[config.mk]
export PLATFORM = sky130hd
export DESIGN_NAME = nrzi_tx_ctrl
export DESIGN_NICKNAME = d
export VERILOG_FILES = /design/src/rtl/usb_line_pkg.sv /design/src/rtl/nrzi_stuff_cnt.sv /design/src/rtl/nrzi_tx_ctrl.sv
export SDC_FILE = /design/constraint.sdc
export NUM_CORES = 1
export LEC_CHECK = 0
export BUFFER_PORTS_ARGS = -buffer_cell sky130_fd_sc_hd__buf_4
export CORE_MARGIN = 8
export CORE_UTILIZATION = 35
export CTS_CLUSTER_DIAMETER = 80
export DETAILED_ROUTE_END_ITERATION = 7
export PLACE_DENSITY = 0.59
export SLEW_MARGIN = 20
export SYNTH_ARGS = -nofsm -noshare
export SYNTH_HDL_FRONTEND = slang
export SYNTH_SLANG_ARGS = --single-unit
export TNS_END_PERCENT = 50
[constraint.sdc]
create_clock -name clk -period 1.8 [get_ports clk]
set_input_delay 0.09 -clock clk [delete_from_list [all_inputs] [get_ports clk]]
set_output_delay 0.09 -clock clk [all_outputs]
set_load 0.1 [all_outputs]
[src/rtl/usb_line_pkg.sv]
// Shared line-state, FSM and widths for the USB NRZI transmit encoder.
package usb_line_pkg;

  typedef enum logic [1:0] {
    J   = 2'b10,
    K   = 2'b01,
    SE0 = 2'b00
  } line_t;

  typedef enum logic [2:0] {
    IDLE,
    SYNC,
    DATA,
    STUFF,
    EOP_SE0,
    EOP_J
  } tx_state_t;

  // SYNC byte, transmitted LSB first: seven zeros then a one.
  localparam logic [7:0] SYNC_PATTERN = 8'h80;

  localparam int unsigned RUN_W  = 4;
  localparam int unsigned EOP_W  = 3;
  localparam int unsigned SYNC_W = 3;

  // Low-speed links swap the J and K encodings; SE0 is unaffected.
  function automatic line_t apply_polarity(input line_t l, input logic swap);
    line_t r;
    r = l;
    if (swap) begin
      if (l == J) begin
        r = K;
      end else if (l == K) begin
        r = J;
      end
    end
    return r;
  endfunction

endpackage

[src/rtl/nrzi_stuff_cnt.sv]
// Counts consecutive ones; flags when the next one would complete a stuff run.
module nrzi_stuff_cnt
  import usb_line_pkg::*;
#(
  parameter int unsigned STUFF_RUN = 6,
  parameter bit          STUFF_EN  = 1'b1
) (
  input  logic clk,
  input  logic rst,
  input  logic clr_i,
  input  logic inc_i,
  output logic stuff_due_o
);

  logic [RUN_W-1:0] ones_q, ones_d;
  logic             stuff_due_q, stuff_due_d;

  // Next run length (saturating) and look-ahead stuff flag.
  always_comb begin
    ones_d = ones_q;
    if (clr_i) begin
      ones_d = '0;
    end else if (inc_i && (ones_q != '1)) begin
      ones_d = ones_q + RUN_W'(1);
    end
    stuff_due_d = STUFF_EN && (ones_d == RUN_W'(STUFF_RUN - 1));
  end

  // Run-length register.
  always_ff @(posedge clk or posedge rst) begin
    if (rst) begin
      ones_q      <= '0;
      stuff_due_q <= 1'b0;
    end else begin
      ones_q      <= ones_d;
      stuff_due_q <= stuff_due_d;
    end
  end

  assign stuff_due_o = stuff_due_q;

endmodule

[src/rtl/nrzi_tx_ctrl.sv]
// USB transmit line encoder: SYNC generation, bit stuffing, NRZI and EOP.
module nrzi_tx_ctrl
  import usb_line_pkg::*;
#(
  parameter int unsigned EOP_SE0_BITS = 2,
  parameter bit          STUFF_EN     = 1'b1,
  parameter int unsigned STUFF_RUN    = 6,
  parameter bit          SYNC_EN      = 1'b1
) (
  input  logic       clk,
  input  logic       rst,
  input  logic       start,
  input  logic       low_speed,
  input  logic       bit_in,
  input  logic       bit_valid,
  input  logic       bit_last,
  output logic       bit_ready,
  output logic [1:0] out,
  output logic       busy,
  output logic       done,
  output logic       stuffed,
  output logic       err_underrun
);

  tx_state_t         state_q, state_d;
  line_t             out_q, out_d;
  logic              lvl_j_q, lvl_j_d;      // NRZI level, 1 = J
  logic              pol_q, pol_d;          // latched low_speed
  logic [SYNC_W-1:0] sync_cnt_q, sync_cnt_d;
  logic [EOP_W-1:0]  eop_cnt_q, eop_cnt_d;
  logic              last_q, last_d;        // final data bit already taken
  logic              ready_q, ready_d;
  logic              busy_q, busy_d;
  logic              done_q, done_d;
  logic              stuffed_q, stuffed_d;
  logic              err_q, err_d;
  logic              cnt_clr, cnt_inc, stuff_due;

  nrzi_stuff_cnt #(
    .STUFF_RUN (STUFF_RUN),
    .STUFF_EN  (STUFF_EN)
  ) u_stuff_cnt (
    .clk         (clk),
    .rst         (rst),
    .clr_i       (cnt_clr),
    .inc_i       (cnt_inc),
    .stuff_due_o (stuff_due)
  );

  // Next state and the line bit to drive after the coming edge.
  always_comb begin
    state_d    = state_q;
    out_d      = out_q;
    lvl_j_d    = lvl_j_q;
    pol_d      = pol_q;
    sync_cnt_d = sync_cnt_q;
    eop_cnt_d  = eop_cnt_q;
    last_d     = last_q;
    done_d     = 1'b0;
    stuffed_d  = 1'b0;
    err_d      = 1'b0;
    cnt_clr    = 1'b0;
    cnt_inc    = 1'b0;

    case (state_q)
      IDLE: begin
        lvl_j_d = 1'b1;
        out_d   = apply_polarity(J, pol_q);
        if (start && !busy_q) begin
          pol_d     = low_speed;
          cnt_clr   = 1'b1;
          last_d    = 1'b0;
          eop_cnt_d = '0;
          if (SYNC_EN) begin
            state_d    = SYNC;
            lvl_j_d    = SYNC_PATTERN[0];
            out_d      = apply_polarity(lvl_j_d ? J : K, pol_d);
            sync_cnt_d = SYNC_W'(1);
          end else begin
            state_d = DATA;
            out_d   = apply_polarity(J, pol_d);
          end
        end
      end

      SYNC: begin
        lvl_j_d    = SYNC_PATTERN[sync_cnt_q] ? lvl_j_q : !lvl_j_q;
        out_d      = apply_polarity(lvl_j_d ? J : K, pol_q);
        cnt_inc    = SYNC_PATTERN[sync_cnt_q];
        cnt_clr    = !SYNC_PATTERN[sync_cnt_q];
        sync_cnt_d = sync_cnt_q + SYNC_W'(1);
        if (sync_cnt_q == SYNC_W'(7)) begin
          state_d = DATA;
        end
      end

      DATA: begin
        if (bit_valid) begin
          lvl_j_d = bit_in ? lvl_j_q : !lvl_j_q;
          out_d   = apply_polarity(lvl_j_d ? J : K, pol_q);
          cnt_inc = bit_in;
          cnt_clr = !bit_in;
          last_d  = bit_last;
          if (bit_in && stuff_due) begin
            state_d = STUFF;
          end else if (bit_last) begin
            state_d = EOP_SE0;
          end
        end else begin
          // Underrun: the first SE0 of the EOP goes out on this edge.
          err_d = 1'b1;
          out_d = SE0;
          if (EOP_SE0_BITS <= 1) begin
            state_d = EOP_J;
          end else begin
            state_d   = EOP_SE0;
            eop_cnt_d = EOP_W'(1);
          end
        end
      end

      STUFF: begin
        lvl_j_d   = !lvl_j_q;
        out_d     = apply_polarity(lvl_j_d ? J : K, pol_q);
        stuffed_d = 1'b1;
        cnt_clr   = 1'b1;
        state_d   = last_q ? EOP_SE0 : DATA;
      end

      EOP_SE0: begin
        out_d = SE0;
        if (eop_cnt_q == EOP_W'(EOP_SE0_BITS - 1)) begin
          eop_cnt_d = '0;
          state_d   = EOP_J;
        end else begin
          eop_cnt_d = eop_cnt_q + EOP_W'(1);
        end
      end

      EOP_J: begin
        lvl_j_d = 1'b1;
        out_d   = apply_polarity(J, pol_q);
        done_d  = 1'b1;
        state_d = IDLE;
      end

      default: begin
        state_d = IDLE;
      end
    endcase

    ready_d = (state_d == DATA);
    busy_d  = (state_d != IDLE) || (state_q == EOP_J);
  end

  // State and registered outputs.
  always_ff @(posedge clk or posedge rst) begin
    if (rst) begin
      state_q    <= IDLE;
      out_q      <= J;
      lvl_j_q    <= 1'b1;
      pol_q      <= 1'b0;
      sync_cnt_q <= '0;
      eop_cnt_q  <= '0;
      last_q     <= 1'b0;
      ready_q    <= 1'b0;
      busy_q     <= 1'b0;
      done_q     <= 1'b0;
      stuffed_q  <= 1'b0;
      err_q      <= 1'b0;
    end else begin
      state_q    <= state_d;
      out_q      <= out_d;
      lvl_j_q    <= lvl_j_d;
      pol_q      <= pol_d;
      sync_cnt_q <= sync_cnt_d;
      eop_cnt_q  <= eop_cnt_d;
      last_q     <= last_d;
      ready_q    <= ready_d;
      busy_q     <= busy_d;
      done_q     <= done_d;
      stuffed_q  <= stuffed_d;
      err_q      <= err_d;
    end
  end

  assign bit_ready    = ready_q;
  assign out          = out_q;
  assign busy         = busy_q;
  assign done         = done_q;
  assign stuffed      = stuffed_q;
  assign err_underrun = err_q;

endmodule

# After elaboration in Yosys (flattened, before gate mapping)
# Memory sizes are Yosys's and may differ from the RTL's.
# Index checks and enable logic that the tools add are counted.
# word_totals
ff_bits	24
romBits	8
out_inout_bits	7
wordCells	109
mem_count	1
# mem_list
memory	words	word_bits	read_ports	rd_clocked_by_memory_dff	write_ports	line_no	text
(name not given)	8	1	1	0	0	nrzi_tx_ctrl.sv:90	cnt_clr = !SYNC_PATTERN[sync_cnt_q];
# classes
add_sub_neg	3
n_lt_le_gt_ge	1
eq_ne	19
muxes	51
reduce_logical	20
# op_table
operator	n
3-bit two-way mux	11
2-bit two-way mux	16
3-bit case mux with 5 select lines	1
1-bit two-way mux	14
2-bit case mux with 6 select lines	1
3-bit by 2-bit == test with 1-bit output, second input constant	3
3-bit == test, second input constant	3
3-bit case mux with 3 select lines	1
4-bit two-way mux	2
3-bit by 1-bit adder with 3-bit output, second input constant	2
2-bit by 1-bit == test with 1-bit output, second input constant	3
2-bit == test, second input constant	3
3-bit by 1-bit == test with 1-bit output, second input constant	2
2-bit inequality test, second input constant	3
3-bit case mux with 2 select lines	1
2-bit AND reduction	3
3-bit AND reduction	2
3-bit nonzero test	2
6-bit nonzero test	1
1-bit case mux with 5 select lines	1
5-bit nonzero test	1
4-bit by 1-bit adder with 4-bit output, second input constant	1
4-bit by 3-bit == test with 1-bit output, second input constant	1
1-bit logical NOT	4
8 further kinds	12

# Longest topological paths before layout
# logic_depth
depth_word	9
mapped_depth	6
mapped_depth_nobuf	6

# Cells and area by module
# From an unflattened synthesis, not the netlist that was laid out.
# hier_totals
cells_unflattened	153
area_unflattened_um2	1442.6
# by_module_without_submodules
module	instances	cells_each	area_each_um2	seq_area_each_um2
nrzi_tx_ctrl	1	125	1157.4	478.0
nrzi_stuff_cnt	1	28	285.3	125.1

# Least setup slack after synthesis
# Ideal clock, no wire load.
# synth_path
path_kind	flip-flop to flip-flop
from	register busy_q (netlist: busy)
to	register busy_q (netlist: busy)
setup_ns	0.139
arrival_ns	1.840
t_required_ns	1.661
setup_slack_ns	-0.179
path_stages_with_launch	5
cell_sequence	dfrtp_1 > nor3b_1 > o211ai_1 > o311ai_1 > or4b_1
# synth_via
elab_chain_cells	6
# synth_rtl
element	line_no	text
from (decl)	nrzi_tx_ctrl.sv:33	logic busy_q, busy_d;
from (signal assigned)	nrzi_tx_ctrl.sv:180	busy_q <= busy_d;
1-bit logical NOT	nrzi_tx_ctrl.sv:69	if (start && !busy_q) begin
1-bit logical AND	nrzi_tx_ctrl.sv:69	
3-bit two-way mux	nrzi_tx_ctrl.sv:69	
3-bit case mux with 5 select lines	nrzi_tx_ctrl.sv:65	case (state_q)
via state_d[0]	nrzi_tx_ctrl.sv:25	tx_state_t state_q, state_d;
3-bit nonzero test	nrzi_tx_ctrl.sv:153	busy_d = (state_d != IDLE) || (state_q == EOP_J);
1-bit logical OR	nrzi_tx_ctrl.sv:153	
via busy_d	nrzi_tx_ctrl.sv:33	
# The timed path passes the listed nets, and every way through them passes these cells.
# A chain may end at the register's enable or synchronous reset.

# Worst setup path after layout
# layout_path
from	register sync_cnt_q[1]
to	register out_q[1] (netlist: out[1])
# layout_via
elab_chain_cells	9
elab_cells_between_ends	10
cone_classes	eq/ne (2); mux (7); memory (1)
# layout_rtl
element	line_no	text
from (decl)	nrzi_tx_ctrl.sv:29	logic [SYNC_W-1:0] sync_cnt_q, sync_cnt_d;
from (signal assigned)	nrzi_tx_ctrl.sv:176	sync_cnt_q <= sync_cnt_d;
memory read 8 x 1 bit (*)	-	
1-bit two-way mux (*)	-	
1-bit two-way mux (*)	nrzi_tx_ctrl.sv:87	lvl_j_d = SYNC_PATTERN[sync_cnt_q] ? lvl_j_q : !lvl_j_q;
2-bit two-way mux (*)	nrzi_tx_ctrl.sv:88	out_d = apply_polarity(lvl_j_d ? J : K, pol_q);
2-bit by 1-bit == test with 1-bit output	usb_line_pkg.sv:33	end else if (l == K) begin
2-bit two-way mux	usb_line_pkg.sv:33	
2-bit two-way mux	usb_line_pkg.sv:31	if (l == J) begin
2-bit two-way mux (*)	usb_line_pkg.sv:30	if (swap) begin
2-bit case mux with 6 select lines (*)	nrzi_tx_ctrl.sv:65	
to (signal assigned)	nrzi_tx_ctrl.sv:173	out_q <= out_d;
to (decl)	nrzi_tx_ctrl.sv:26	line_t out_q, out_d;
# Every way passes the cells marked *; elsewhere a longest branch is shown, timed or not. The select of a mux whose other input is x is not followed.

==> impl_metrics.xml <==
<?xml version="1.0" encoding="UTF-8"?>
<metrics>
  <group name="route">
    <metric name="routed_wirelength" unit="mm">3.60</metric>
    <metric name="detailroute.via_count" unit="">1263</metric>
    <metric name="antenna_violating_nets_post_route" unit="">0</metric>
    <metric name="first_pass_iters" unit="">4</metric>
    <metric name="drc" unit="">0</metric>
    <metric name="met2RoutedLength" unit="mm">1.78</metric>
    <metric name="drt_iter0_drc" unit="">129</metric>
    <metric name="wl_met1" unit="mm">1.64</metric>
    <metric name="dr_wl_met3" unit="um">145</metric>
    <metric name="via_per_inst" unit="">5.49</metric>
    <metric name="wire_per_inst" unit="um">15.6</metric>
    <metric name="highest_layer" unit="">met4</metric>
  </group>
  <group name="sta">
    <metric name="timing.final.max_slew_violations" unit="">0</metric>
    <metric name="max_slew_margin" unit="">0.617</metric>
    <metric name="finalCriticalPeriod" unit="ns">1.79</metric>
    <metric name="worstMarginPinSlew" unit="ns">0.570</metric>
    <metric name="finClkSkew" unit="ns">0.00549</metric>
    <metric name="achievable-frequency" unit="GHz">0.557</metric>
    <metric name="report.final.setup_viol" unit="">0</metric>
    <metric name="unrepaired_setup_endpoints_after_global_routing" unit="">yes</metric>
    <metric name="fraction_of_the_cycle_the_final_worst_path_needs" unit="">0.997</metric>
    <metric name="finalHoldViolations" unit="">0</metric>
    <metric name="totalNegativeSetupSlack" unit="ns">0</metric>
  </group>
  <group name="global_route">
    <metric name="overflow" unit="">0</metric>
    <metric name="grt_pass1_vias" unit="">1292</metric>
    <metric name="grt_start_max_net_pins" unit="">15</metric>
    <metric name="grt_first_pass_wirelength" unit="mm">5.89</metric>
    <metric name="grtUsageTotal" unit="">0.113</metric>
    <metric name="antenna_found_initial" unit="">0</metric>
  </group>
  <group name="yosys">
    <metric name="syn-num-nets" unit="">158</metric>
    <metric name="synth_seq_area_share" unit="">0.425</metric>
    <metric name="avgSynthCellArea" unit="um^2">9.59</metric>
    <metric name="yosys_warnings" unit="">0</metric>
    <metric name="ys_ff_latch" unit="">24</metric>
    <metric name="async_flop_share" unit="">1.00</metric>
    <metric name="postSynthCellCount" unit="">148</metric>
    <metric name="synth_ff_type" unit="">dfrtp_1</metric>
    <metric name="synth_enable_flop_cells" unit="">0</metric>
    <metric name="synthesis.area" unit="um^2">1420</metric>
    <metric name="yosys.cell_types.count" unit="">50</metric>
  </group>
  <group name="cells_and_area">
    <metric name="diodes" unit="">0</metric>
    <metric name="drive_above_1_share" unit="">0.322</metric>
    <metric name="final_nets" unit="">191</metric>
    <metric name="synthToLayoutAreaGrowth" unit="%">30.1</metric>
  </group>
  <group name="worst_setup_path">
    <metric name="r2r_slack" unit="ns">0.005</metric>
    <metric name="crit_fanout" unit="">4</metric>
    <metric name="worst_ep_arrival_time" unit="ns">1.99</metric>
    <metric name="cp.required" unit="ns">1.99</metric>
    <metric name="reg2reg_depth" unit="">8</metric>
    <metric name="crit_type" unit="">flop to flop</metric>
    <metric name="regToRegEndpoint" unit="">out[1]</metric>
    <metric name="worst_r2r_startpoint" unit="">sync_cnt_q[1]</metric>
    <metric name="crit_path_end_kind" unit="">flop</metric>
    <metric name="timing.critical_path.from_type" unit="">flop</metric>
  </group>
  <group name="clock_network">
    <metric name="tritoncts_num_sinks" unit="">24</metric>
    <metric name="cts_buffer_depth" unit="">2</metric>
    <metric name="clkSlewWorstSetupHoldPaths" unit="ns">0.09</metric>
    <metric name="clock_insertion_delay_at_the_later_pin_of_the_skew_report" unit="ns">0.27</metric>
    <metric name="cts_buffers" unit="">3</metric>
    <metric name="tritoncts" unit="">done</metric>
    <metric name="cts_htree_levels" unit="">1</metric>
    <metric name="cts_root_buf" unit="">clkbuf_8</metric>
  </group>
  <group name="pwr">
    <metric name="power_after_layout" unit="uW">3240</metric>
    <metric name="ir_drop" unit="uV">539</metric>
    <metric name="leakage_power" unit="uW">0.000805</metric>
    <metric name="cellPowerDensity" unit="nW/um^2">1760</metric>
  </group>
  <group name="die">
    <metric name="coreArea" unit="um^2">3940</metric>
    <metric name="pin_count" unit="">14</metric>
    <metric name="initial_core_utilization" unit="">0.360</metric>
    <metric name="die_x" unit="um">79.7</metric>
    <metric name="chipHeight" unit="um">79.7</metric>
    <metric name="placement_rows" unit="">23</metric>
    <metric name="design.die.area" unit="um^2">6350</metric>
  </group>
  <group name="worst_hold_path">
    <metric name="hold_path_end" unit="">pol_q</metric>
    <metric name="holdPathStages" unit="">2</metric>
    <metric name="hold_path.class" unit="">primary input to flop</metric>
    <metric name="min_from" unit="">low_speed</metric>
  </group>
  <group name="run_status">
    <metric name="outcome" unit="">finished, final reports clean</metric>
  </group>
  <group name="flow_run">
    <metric name="drv.max_cap_violation_count" unit="">0</metric>
  </group>
  <group name="placement">
    <metric name="numPortBuffers" unit="">13</metric>
    <metric name="dp.final_hpwl" unit="mm">2.63</metric>
    <metric name="gpl.final_weighted_congestion" unit="">0.879</metric>
  </group>
</metrics>
-- kinds of logic (layout without fill, tap and decap cells) --
group	Yosys count	count (layout)	synth area share
AOI/OAI and AO/OA	45	45	0.217
xor gates and xnor gates	4	4	0.0247
and+or+nand+nor	54	54	0.228
DFF	24	24	0.425
adders and majority gates	3	3	0.0265
buffers and inverters	13	45	0.0414
muxes	5	5	0.0370
-- how the worst max path moves through the flow --
stage / to / from / cells after the start
6_report: out[1] / sync_cnt_q[1] / 8
5_1_grt: out[1] / sync_cnt_q[1] / 8
4_1_cts: u_stuff_cnt.ones_q[3] / sync_cnt_q[0] / 7
3_5_place_dp: u_stuff_cnt.ones_q[3] / sync_cnt_q[0] / 7
3_3_place_gp: busy / sync_cnt_q[0] / 6
2_1_floorplan: u_stuff_cnt.stuff_due_o / sync_cnt_q[0] / 6
-- cells in the mapped netlist (all sizes together) (4+ instances only) --
| cell | count | area share |
|---|---|---|
| a21oi | 9 | 0.032 |
| dfrtp | 22 | 0.39 |
| inv | 7 | 0.019 |
| nand2 | 14 | 0.037 |
| nor2 | 10 | 0.026 |
| nor2b | 5 | 0.022 |
| nor3b | 5 | 0.030 |
| o211ai | 4 | 0.025 |
| o21ai | 13 | 0.046 |
-- registers in the layout, summed over array words and instances (netlist names) --
signal and flops:
pol_q 1, eop_cnt_q 3, done 1, u_stuff_cnt.stuff_due_o 1, last_q 1, lvl_j_q 1, sync_cnt_q 3, busy 1
out 2, bit_ready 1, state_q 3, stuffed 1, err_underrun 1, u_stuff_cnt.ones_q 4
-- repair_timing --
action                                 in CTS  in global routing
endpoints found under the hold margin      12                  0
setup endpoints to repair                   3                  5
pin swaps                                   2                  3
setup buffers                               1                  5
hold buffers                                1                  0
gates resized for setup                     3                 10
-- per-layer routing --
| metal | vias up | track usage |
|---|---|---|
| met5 | - | 0 |
| met4 | 0 | 0.0370 |
| met3 | 5 | 0.0203 |
| met2 | 33 | 0.194 |
| met1 | 620 | 0.138 |
| li1 | 605 | - |
-- power breakdown --
part           internal (uW)  switching, uW
Combinational            737           1070
Clock                    297            177
Sequential               733            225
Total                   1770           1480
-- final cells by class --
cell class	count	area, um^2
Fill cell	374	2100
Multi-Input combinational cell	111	818
Sequential cell	24	606
Timing Repair Buffer	34	262
Tap cell	50	62.6
Clock buffer	3	41.3
Clock inverter	1	30.0
Inverter	7	26.3
-- placed cells by master (no fill, tap or decap), drive strengths merged, types with 2 or more instances in the layout --
cell and count:
nand2b 3, a21oi 9, buf 33, ha 3
nor2 10, o211ai 4, o311ai 2, nor3b 5
o21ai 13, inv 7, a22o 2, and2 2
nand3 3, clkbuf 3, dfrtp 22, a22oi 2
dfstp 2, a2111oi 2, mux2i 3, nor3 2
xnor2 3, a41oi 2, nor2b 5, a311oi 2
mux2 2, a31oi 2, and3b 2, nand2 14
-- stage by stage --
| step | setup WS, ns | util | cells | hold WS (ns) | cell area (um^2) |
|---|---|---|---|---|---|
| 2_1_floorplan | 0.0148 | - | 148 | 0.103 | 1420 |
| 3_3_place_gp | 0.00723 | 0.419 | 219 | 0.132 | 1650 |
| 3_5_place_dp | -0.0836 | 0.419 | 219 | 0.142 | 1650 |
| 4_1_cts | 0.00402 | 0.445 | 225 | 0.0378 | 1750 |
| 5_1_grt | -0.0724 | 0.468 | 230 | 0.0393 | 1850 |
| 6_report | 0.00530 | 0.468 | 230 | 0.0418 | 1850 |
-- worst max-delay path, cell delays in order, from the launching register on --
cell and delay, ns:
dfrtp_1 0.40, ha_2 0.20, ha_4 0.17, and3b_2 0.23
o21a_4 0.23, buf_4 0.13, buf_4 0.12, mux2i_1 0.13
a31oi_1 0.10
Power figures use the tool's default switching activity.
